**src/rtl/dmem_pkg.sv**
```systemverilog
// Shared types for the data-memory store-buffer controller.
//   dmem_state_t : memory-port FSM states
//   wb_entry_t   : one write-buffer slot (valid, word address, data)
//   WORD_LSB     : lowest address bit that takes part in word compares
package dmem_pkg;

    localparam int unsigned WORD_LSB    = 2;
    localparam int unsigned DMEM_ADDR_W = 32;
    localparam int unsigned DMEM_DATA_W = 32;

    typedef enum logic [1:0] {
        IDLE,
        WR_BUSY,
        RD_BUSY,
        RD_DONE
    } dmem_state_t;

    typedef struct packed {
        logic                            valid;
        logic [DMEM_ADDR_W-1:WORD_LSB]   addr;
        logic [DMEM_DATA_W-1:0]          data;
    } wb_entry_t;

endpackage

```
**src/rtl/store_buffer.sv**
```systemverilog
// Circular write buffer with a parallel youngest-match lookup.
// Ports:
//   clk, reset            : clock, synchronous active-low reset
//   enq, enq_addr/data    : push a store at the tail (ignored when full)
//   deq                   : pop the head (ignored when empty)
//   count, full, empty    : occupancy
//   head_addr, head_data  : oldest entry, drives the memory write
//   lookup_addr           : load word address to search for
//   hit, hit_data         : youngest valid entry matching lookup_addr
module store_buffer
    import dmem_pkg::*;
#(
    parameter int unsigned DEPTH  = 4,
    parameter int unsigned ADDR_W = DMEM_ADDR_W,
    parameter int unsigned DATA_W = DMEM_DATA_W,
    localparam int unsigned PTR_W = $clog2(DEPTH),
    localparam int unsigned CNT_W = $clog2(DEPTH + 1)
)(
    input  logic                     clk,
    input  logic                     reset,
    input  logic                     enq,
    input  logic [ADDR_W-1:WORD_LSB] enq_addr,
    input  logic [DATA_W-1:0]        enq_data,
    input  logic                     deq,
    output logic [CNT_W-1:0]         count,
    output logic                     full,
    output logic                     empty,
    output logic [ADDR_W-1:WORD_LSB] head_addr,
    output logic [DATA_W-1:0]        head_data,
    input  logic [ADDR_W-1:WORD_LSB] lookup_addr,
    output logic                     hit,
    output logic [DATA_W-1:0]        hit_data
);

    wb_entry_t        entries [DEPTH];
    logic [PTR_W-1:0] head;
    logic [PTR_W-1:0] tail;
    logic             do_enq;
    logic             do_deq;

    assign full   = (count == CNT_W'(DEPTH));
    assign empty  = (count == '0);
    assign do_enq = enq && !full;
    assign do_deq = deq && !empty;

    assign head_addr = entries[head].addr;
    assign head_data = entries[head].data;

    always_ff @(posedge clk) begin
        if (!reset) begin
            head  <= '0;
            tail  <= '0;
            count <= '0;
            for (int unsigned i = 0; i < DEPTH; i++) begin
                entries[i].valid <= 1'b0;
            end
        end else begin
            if (do_enq) begin
                entries[tail].valid <= 1'b1;
                entries[tail].addr  <= enq_addr;
                entries[tail].data  <= enq_data;
                tail                <= tail + PTR_W'(1);
            end
            if (do_deq) begin
                entries[head].valid <= 1'b0;
                head                <= head + PTR_W'(1);
            end
            count <= count + CNT_W'(do_enq) - CNT_W'(do_deq);
        end
    end

    // Walk oldest to youngest so the last match (youngest store) wins.
    always_comb begin
        hit      = 1'b0;
        hit_data = '0;
        for (int unsigned i = 0; i < DEPTH; i++) begin
            automatic logic [PTR_W-1:0] idx = head + PTR_W'(i);
            if (entries[idx].valid && (entries[idx].addr == lookup_addr)) begin
                hit      = 1'b1;
                hit_data = entries[idx].data;
            end
        end
    end

endmodule

```
**src/rtl/dmem_store_buffer_ctrl.sv**
```systemverilog
// M-stage data-memory interface: posts stores into a write buffer, forwards
// buffered data to loads, and runs a req/ack memory port for drains and
// load misses.
// Ports:
//   clk, reset                       : clock, synchronous active-low reset
//   MemWriteM, MemReadM              : qualified store / load this cycle
//   ALUResultM, WriteDataM           : byte address, store data
//   ReadDataM                        : load data (valid when !StallM)
//   StallM                           : hold the pipeline
//   wb_empty                         : buffer empty and port idle
//   mem_req/we/addr/wdata            : registered memory request
//   mem_ack, mem_rdata               : memory completion and read data
module dmem_store_buffer_ctrl
    import dmem_pkg::*;
#(
    parameter int unsigned DEPTH  = 4,
    parameter int unsigned ADDR_W = DMEM_ADDR_W,
    parameter int unsigned DATA_W = DMEM_DATA_W
)(
    input  logic              clk,
    input  logic              reset,
    input  logic              MemWriteM,
    input  logic              MemReadM,
    input  logic [ADDR_W-1:0] ALUResultM,
    input  logic [DATA_W-1:0] WriteDataM,
    output logic [DATA_W-1:0] ReadDataM,
    output logic              StallM,
    output logic              wb_empty,
    output logic              mem_req,
    output logic              mem_we,
    output logic [ADDR_W-1:0] mem_addr,
    output logic [DATA_W-1:0] mem_wdata,
    input  logic              mem_ack,
    input  logic [DATA_W-1:0] mem_rdata
);

    localparam int unsigned CNT_W = $clog2(DEPTH + 1);

    dmem_state_t              state, state_nx;
    logic                     req_nx, we_nx;
    logic [ADDR_W-1:0]        addr_nx;
    logic [DATA_W-1:0]        wdata_nx;
    logic [DATA_W-1:0]        rd_data, rd_data_nx;

    logic                     load_req, load_miss;
    logic                     enq, deq;
    logic                     hit, full, empty;
    logic [CNT_W-1:0]         count;
    logic [ADDR_W-1:WORD_LSB] head_addr;
    logic [DATA_W-1:0]        head_data, hit_data;

    store_buffer #(
        .DEPTH  (DEPTH),
        .ADDR_W (ADDR_W),
        .DATA_W (DATA_W)
    ) u_store_buffer (
        .clk         (clk),
        .reset       (reset),
        .enq         (enq),
        .enq_addr    (ALUResultM[ADDR_W-1:WORD_LSB]),
        .enq_data    (WriteDataM),
        .deq         (deq),
        .count       (count),
        .full        (full),
        .empty       (empty),
        .head_addr   (head_addr),
        .head_data   (head_data),
        .lookup_addr (ALUResultM[ADDR_W-1:WORD_LSB]),
        .hit         (hit),
        .hit_data    (hit_data)
    );

    // A simultaneous store and load is illegal; the store takes precedence.
    assign load_req  = MemReadM && !MemWriteM;
    assign load_miss = load_req && !hit;
    assign enq       = MemWriteM && (state != RD_BUSY) && !full;
    assign wb_empty  = (count == '0) && (state == IDLE);

    always_ff @(posedge clk) begin
        if (!reset) begin
            state     <= IDLE;
            mem_req   <= 1'b0;
            mem_we    <= 1'b0;
            mem_addr  <= '0;
            mem_wdata <= '0;
            rd_data   <= '0;
        end else begin
            state     <= state_nx;
            mem_req   <= req_nx;
            mem_we    <= we_nx;
            mem_addr  <= addr_nx;
            mem_wdata <= wdata_nx;
            rd_data   <= rd_data_nx;
        end
    end

    always_comb begin
        state_nx   = state;
        req_nx     = mem_req;
        we_nx      = mem_we;
        addr_nx    = mem_addr;
        wdata_nx   = mem_wdata;
        rd_data_nx = rd_data;
        deq        = 1'b0;
        StallM     = MemWriteM && !enq;
        ReadDataM  = '0;

        unique case (state)
            IDLE: begin
                if (load_req && hit) begin
                    ReadDataM = hit_data;
                end
                // Load misses take the port ahead of buffer drains.
                if (load_miss) begin
                    StallM   = 1'b1;
                    state_nx = RD_BUSY;
                    req_nx   = 1'b1;
                    we_nx    = 1'b0;
                    addr_nx  = ALUResultM;
                end else if (!empty) begin
                    state_nx = WR_BUSY;
                    req_nx   = 1'b1;
                    we_nx    = 1'b1;
                    addr_nx  = {head_addr, {WORD_LSB{1'b0}}};
                    wdata_nx = head_data;
                end
            end
            WR_BUSY: begin
                if (load_req && hit) begin
                    ReadDataM = hit_data;
                end
                if (load_miss) begin
                    StallM = 1'b1;
                end
                // A miss waiting on the drain issues its read straight off
                // the write ack, without a detour through IDLE.
                if (mem_ack) begin
                    deq = 1'b1;
                    if (load_miss) begin
                        state_nx = RD_BUSY;
                        req_nx   = 1'b1;
                        we_nx    = 1'b0;
                        addr_nx  = ALUResultM;
                    end else begin
                        state_nx = IDLE;
                        req_nx   = 1'b0;
                    end
                end
            end
            RD_BUSY: begin
                StallM = 1'b1;
                if (mem_ack) begin
                    rd_data_nx = mem_rdata;
                    state_nx   = RD_DONE;
                    req_nx     = 1'b0;
                end
            end
            RD_DONE: begin
                if (load_req) begin
                    ReadDataM = rd_data;
                end
                state_nx = IDLE;
            end
            default: state_nx = IDLE;
        endcase
    end

    assert property (@(posedge clk) disable iff (!reset) !(MemWriteM && MemReadM));

endmodule
```
**config.mk**
```make
export PLATFORM = sky130hd
export DESIGN_NAME = dmem_store_buffer_ctrl
export DESIGN_NICKNAME = d
export VERILOG_FILES = /design/src/rtl/dmem_pkg.sv /design/src/rtl/store_buffer.sv /design/src/rtl/dmem_store_buffer_ctrl.sv
export SDC_FILE = /design/constraint.sdc
export NUM_CORES = 1
export LEC_CHECK = 0
export ABC_CLOCK_PERIOD_IN_PS = 18000
export BUFFER_PORTS_ARGS = -buffer_cell sky130_fd_sc_hd__buf_2
export CORE_UTILIZATION = 50
export CTS_CLUSTER_DIAMETER = 50
export DETAILED_ROUTE_END_ITERATION = 6
export HOLD_SLACK_MARGIN = 0.05
export PLACE_DENSITY = 0.69
export SETUP_SLACK_MARGIN = 0.1
export SYNTH_ARGS = -nofsm -noshare
export SYNTH_HDL_FRONTEND = slang
export SYNTH_SLANG_ARGS = --single-unit
```
**constraint.sdc**
```tcl
create_clock -name clk -period 18 [get_ports clk]
set_input_delay 1.8 -clock clk [delete_from_list [all_inputs] [get_ports clk]]
set_output_delay 1.8 -clock clk [all_outputs]
set_load 0.005 [all_outputs]
```
==> results of run 1 <==
==> power by group through the flow <==
stage,clock network (mW),logic (mW),registers (mW)
final,0.873,0.728,1.07
after global routing,0.914,0.781,1.08
after CTS,0.885,0.723,1.07
after detailed placement,0,0.719,1.08
after global placement,0,0.709,1.08
after floorplan,0,0.534,1.06
==> critical path, cell delays in order, from the launching register on <==
cell      delay [ns]
dfxtp_4         0.79
inv_1           0.30
ha_4            1.05
buf_4           0.65
mux4_2          0.59
xor2_1          0.18
a221o_1         0.27
a21oi_1         0.12
nand2_1         0.10
a211oi_4        0.16
buf_4           0.60
nor3_1          0.09
or4b_4          0.72
o21ai_1         0.25
buf_2           0.14
==> placed cells by master, fill, tap and decap left out, types with 13 or more instances in the layout <==
| cell | n |
|---|---|
| mux4_2 | 194 |
| nor2b_1 | 36 |
| inv_1 | 28 |
| nand4_1 | 13 |
| a211oi_1 | 13 |
| o21ai_1 | 30 |
| buf_2 | 200 |
| and3_1 | 64 |
| buf_4 | 25 |
| a211oi_2 | 20 |
| nor2_1 | 105 |
| clkbuf_16 | 46 |
| o21ai_0 | 20 |
| xnor2_1 | 74 |
| a31o_2 | 32 |
| xor2_1 | 32 |
| nand2_1 | 112 |
| mux2i_1 | 138 |
| a21oi_1 | 121 |
| nand3b_1 | 34 |
| edfxtp_1 | 248 |
| dfxtp_1 | 109 |
==> kinds of logic after synthesis <==
logic type | Yosys count | synth area share [%]
and+or+nand+nor | 419 | 9.96
DFF | 361 | 44.6
muxes | 342 | 26.9
AOI/OAI and AO/OA | 304 | 9.52
buffers and inverters | 197 | 4.35
xor gates and xnor gates | 106 | 4.26
adders and majority gates | 7 | 0.436
==> state kept, by name, indices dropped and copies added, names as in the netlist, named ones only <==
signal and cells:
u_store_buffer.entries 252, mem_addr 32, mem_wdata 32, rd_data 32, u_store_buffer.count 3, state 2
u_store_buffer.head 2, u_store_buffer.tail 2, mem_req 1, mem_we 1
==> path summary, 6_finish.rpt <==
check / from / end / slack [ns] / cells after the start
max: u_store_buffer.head[0] / ReadDataM[8] / 9.49 / 14
min: rd_data[8] / rd_data[8] / 0.46 / 2
max reg2reg: u_store_buffer.head[0] / mem_addr[7] / 11.10 / 14
min reg2reg: rd_data[8] / rd_data[8] / 0.46 / 2
==> per-layer routing <==
layer	GRT usage [%]	up-vias	routed length, µm
met3	8.00	118	6990
met4	10.3	2	2000
met2	42.6	913	28600
li1	-	6939	-
met1	39.2	8019	25400
met5	0	-	13
==> area by class of cell <==
type	instances	area share, %
Antenna cell	1	0.0102
Clock buffer	50	4.82
Clock inverter	33	1.14
Inverter	29	0.456
Multi-Input combinational cell	1178	45.9
Sequential cell	361	39.8
Tap cell	585	3.00
Timing Repair Buffer	225	4.87
==> impl_metrics.tcl, run 1 <==
set metrics [dict create \
    status "completed" \
    slew_headroom_pct 11.5 \
    yosysTopAreaCell "edfxtp_1" \
    nets 1948 \
    synthTopCellsByArea "edfxtp_1, mux4_2, dfxtp_1" \
    cts-root-buf "clkbuf_16" \
    fin_area_um2 24400 \
    synth_edf_count 248 \
    grt_pass1_vias 15300 \
    wirelength_um 63000 \
    hold_viol_final 0 \
    worst_pin_slew_ns 1.29 \
    arrival_ns 6.71 \
    path_max_fanout 69 \
    setup_slack_ns 9.49 \
    track_usage_pct 28.3 \
    cts_num_sinks 361 \
    power_density_nw_per_um2 109 \
    dieHeight_um 211 \
    hpwlAfterDp_um 41000 \
    period_share_pct 47.3 \
    drive_gt1_share_pct 31.0 \
    vias_per_cell 6.50 \
    synth_cell_types 75 \
    ys_async_sr_fraction_pct 0 \
    core_um2 43000 \
    synthMostInstantiatedCell "edfxtp_1" \
    grt_pass1_wl_um 94600 \
    min_path_type "reg -> reg" \
    cts_resized 0 \
    hold_buffers 0 \
    power.switching_uw 865 \
    dr.first_iter.drc_count 1793 \
    synthCells 1736 \
    power_mw 2.67 \
    vdd_drop_max_v 0.0000686 \
    multi_input_area_um2 11200 \
    ant_nets 0 \
    synth_fp_nets 1844 \
    grt_max_degree 75 \
    p_int_mw 1.81 \
    drv_slew 0 \
    setup_violations 0 \
    die_w_um 211 \
    clkLatencyLatePin_ns 0.59 \
    fin_util_pct 56.8 \
    gp_congestion 0.942 \
    clock_path_buffers 3 \
    synth_ff_type "edfxtp_1" \
    syn2layout_area_growth_pct 12.1 \
    dp_cells 2378 \
    detailedPlace.worstSlack_ns 10.05 \
    synth.cell_area_um2 21800 \
    timing.fmax_mhz 117 \
    postSynthAreaPerCell_um2 12.6 \
    finalSetupTns_ns 0 \
    post_cts_buffers 0 \
    port_buffers 200 \
    rsz0062_at_grt "no" \
    cts_buffers 45 \
    wl_per_cell_um 25.6 \
    final.fill_count 3486 \
    hold_slack_ns 0.455 \
    grt_overflow_total 0 \
    antenna_found_initial 3 \
    p_sw_share_pct 32.4 \
    start_util_pct 50.7 \
    required_ns 16.20 \
    leakage_nw 8.09 \
    cts_tree "yes" \
    post-route-drc-count 0 \
    p_comb_share_pct 27.3 \
    dpl_cell_area_um2 23000 \
    fp-row-count 76 \
    critPathKind "reg -> out" \
    finClkSkew_ns 0.0212 \
    yosys-top-cells-count "edfxtp_1, mux4_2, mux2i_1" \
    drv_cap 0 \
    stdcell_count 2462 \
    power_frac_seq_pct 40.1 \
    drtPass1Iterations 7 \
    clkSlewWorstSetupHoldPaths_ns 0.06 \
    vias 16000 \
    cp-end-kind "output pin" \
    yosysWarnings 0 \
    yosysTopAreaCellShare_pct 34.2 \
    synth_seq_cells 361 \
    start_kind "register" \
    p_clk_share_pct 32.7 \
    fin_crit_ns 8.51 \
    dieArea_um2 44400 \
    regArea_um2 9720 \
    yosysSeqAreaShare_pct 44.6 \
    ios 201 \
    h-tree-depth 2 \
]
Note: power is estimated with default switching activity, not from simulation.
==> inputs of run 2 (changes only) <==
--- a/config.mk
+++ b/config.mk
@@ -5,7 +5,8 @@
 export SDC_FILE = /design/constraint.sdc
 export NUM_CORES = 1
 export LEC_CHECK = 0
-export ABC_CLOCK_PERIOD_IN_PS = 18000
+export ABC_AREA = 1
+export ABC_CLOCK_PERIOD_IN_PS = 8200
 export BUFFER_PORTS_ARGS = -buffer_cell sky130_fd_sc_hd__buf_2
 export CORE_UTILIZATION = 50
 export CTS_CLUSTER_DIAMETER = 50
==> constraint.sdc (replaced) <==
create_clock -name clk -period 8.2 [get_ports clk]
set_input_delay 0.82 -clock clk [delete_from_list [all_inputs] [get_ports clk]]
set_output_delay 0.82 -clock clk [all_outputs]
set_load 0.005 [all_outputs]
==> impl_metrics.tcl, run 2 <==
set metrics [dict create \
    stdcell_count 3942 \
    endpoint "ReadDataM[16]" \
    wirelength_um 84200 \
    syn2layout_area_growth_pct 12.1 \
    post-route-drc-count 4 \
    ios 201 \
    yosysTopAreaCellShare_pct 33.1 \
    finalSetupTns_ns 0 \
    largest_register_ffs 252 \
    hpwlAfterDp_um 55700 \
    worst_pin_slew_ns 1.37 \
    setup_violations 0 \
    slew_headroom_pct 8.27 \
    yosysWarnings 0 \
    min_path_type "reg -> reg" \
    yosysTopAreaCell "edfxtp_1" \
    antenna_found_initial 0 \
    h-tree-depth 2 \
    postSynthAreaPerCell_um2 6.95 \
    startpoint "u_store_buffer.head[0]" \
    arrival_ns 6.18 \
    power_density_nw_per_um2 297 \
    p_int_mw 4.34 \
    gp_congestion 1.01 \
    drv_slew 0 \
    start_util_pct 50.7 \
    ys_async_sr_fraction_pct 0 \
    dieHeight_um 214 \
    worstReg2RegStart "u_store_buffer.head[0]" \
    fp-row-count 77 \
    p_sw_share_pct 42.0 \
    dieArea_um2 45800 \
    port_buffers 200 \
    p_clk_share_pct 27.5 \
    timing.fmax_mhz 143 \
    leakage_nw 11.2 \
    drive_gt1_share_pct 10.8 \
    clkSlewWorstSetupHoldPaths_ns 0.06 \
    yosys-top-cells-count "nand2_1, nand3_1, o21ai_0" \
    synthTopCellsByArea "edfxtp_1, nand2_1, dfxtp_1" \
    ant_nets 0 \
    fin_crit_ns 7.00 \
    vias_per_cell 5.84 \
    cts-root-buf "clkbuf_16" \
    drv_cap 0 \
    final_cell_mix "nand2_1, nand3_1, o21ai_0, edfxtp_1, nor2_1" \
    final_common_cell "nand2_1" \
    power_frac_seq_pct 32.5 \
    grt_pass1_wl_um 126000 \
    cts_tree "yes" \
    r2r_setup_slack_ns 2.67 \
    clock_path_buffers 3 \
    cp-end-kind "output pin" \
    cts_resized 0 \
    synth_fp_nets 3345 \
    synth_seq_cells 361 \
    die_w_um 214 \
    yosysSeqAreaShare_pct 43.2 \
    dr.first_iter.drc_count 2620 \
    hold_buffers 0 \
    dp_cells 3854 \
    synth_cell_types 37 \
    vdd_drop_max_v 0.000196 \
    wl_per_cell_um 21.4 \
    r2r_end "mem_addr[9]" \
    synth_ff_type "edfxtp_1" \
    grt_pass1_vias 21600 \
    track_usage_pct 36.1 \
    synthCells 3237 \
    start_kind "register" \
    rsz0062_at_grt "no" \
    cts_buffers 47 \
    drtPass1Iterations 7 \
    power.switching_mw 3.14 \
    clkLatencyLatePin_ns 0.59 \
    p_comb_share_pct 40.0 \
    core_um2 44300 \
    regMostFlops "u_store_buffer.entries" \
    cts_num_sinks 361 \
    path_max_fanout 75 \
    synth_edf_count 248 \
    grt_overflow_total 0 \
    synthMostInstantiatedCell "nand2_1" \
    synth.cell_area_um2 22500 \
    grt_max_degree 192 \
    critPathKind "reg -> out" \
    nets 3419 \
    period_share_pct 85.3 \
    required_ns 7.38 \
    worst-r2r-cell-count 18 \
    finClkSkew_ns 0.0313 \
    post_cts_buffers 0 \
    status "finished with violations" \
    hold_viol_final 0 \
    vias 23000 \
    violations "DRC" \
]
==> run 2: worst min path at each step <==
| stage | start | to | slack, ns | cells after the start |
|---|---|---|---|---|
| floorplan | rd_data[25] | rd_data[25] | 0.42 | 2 |
| global placement | rd_data[14] | rd_data[14] | 0.44 | 2 |
| detailed placement | rd_data[14] | rd_data[14] | 0.44 | 2 |
| CTS | rd_data[14] | rd_data[14] | 0.45 | 2 |
| global route | rd_data[15] | rd_data[15] | 0.47 | 2 |
| finish | rd_data[16] | rd_data[16] | 0.45 | 2 |
==> run 2: critical path: stages (launching register included) <==
cell,delay (ns)
dfxtp_4,0.36
inv_6,0.40
ha_4,0.23
buf_4,0.48
buf_4,0.72
nand3_1,0.19
nand3_1,0.19
nand2_1,0.08
nor2_1,0.14
nand2_1,0.12
nor2_1,0.11
nand2_1,0.05
nor2_1,0.31
inv_1,0.08
buf_4,0.27
nand2_1,0.78
buf_4,0.32
o22ai_1,0.09
o21ai_0,0.11
nand2_1,0.08
nand2_1,0.08
o21ai_0,0.12
buf_2,0.19
==> run 2: per-layer routing <==
layer  up-vias  GRT usage, %  share of wire, %
li1      10900             -                 -
met1     10600          42.7                38
met2      1187          60.2                47
met3       281          4.00               7.6
met4         0          27.9               8.2
met5         -             0                 0
==> run 2: cell type report <==
class / count / area (µm²)
fill: 4259 / 19100
multi-input combinational: 2448 / 11100
sequential: 361 / 9720
clock buffer: 63 / 1370
timing repair buffer: 231 / 1270
inverter: 222 / 842
tap: 592 / 741
clock inverter: 24 / 189
antenna: 1 / 2.50
==> run 2: power groups by stage <==
| stage | logic [mW] | registers [mW] | clock network (mW) |
|---|---|---|---|
| 4_1_cts | 2.95 | 2.43 | 2.08 |
| 6_report | 2.99 | 2.43 | 2.06 |
| 3_5_place_dp | 2.93 | 2.45 | 0 |
| 5_1_grt | 3.28 | 2.46 | 2.14 |
| 2_1_floorplan | 1.96 | 2.43 | 0 |
| 3_3_place_gp | 2.90 | 2.45 | 0 |
==> run 2: per-stage QoR <==
step / hold slack [ns] / power (mW) / util (%) / setup slack [ns] / cell area, µm²
floorplan: 0.425 / 4.40 / - / 2.26 / 22500
global placement: 0.436 / 5.35 / 53.4 / 2.03 / 23600
detailed placement: 0.443 / 5.39 / 53.4 / 1.92 / 23600
CTS: 0.451 / 7.45 / 56.9 / 1.26 / 25200
global route: 0.471 / 7.88 / 56.9 / 0.735 / 25200
finish: 0.449 / 7.48 / 56.9 / 1.20 / 25200
==> run 2: kinds of logic (layout without fill, tap and decap cells) <==
logic type,Yosys count,after routing,share of synthesized area (%)
AO/OA/AOI/OAI,660,660,16.5
buffers and inverters,428,540,7.74
AND/OR/NAND/NOR,1776,1776,31.9
flip-flops,361,361,43.2
adder cells (fa/ha/maj),7,7,0.423
XOR/XNOR,3,3,0.117
multiplexers,2,2,0.0890
other,0,1,0
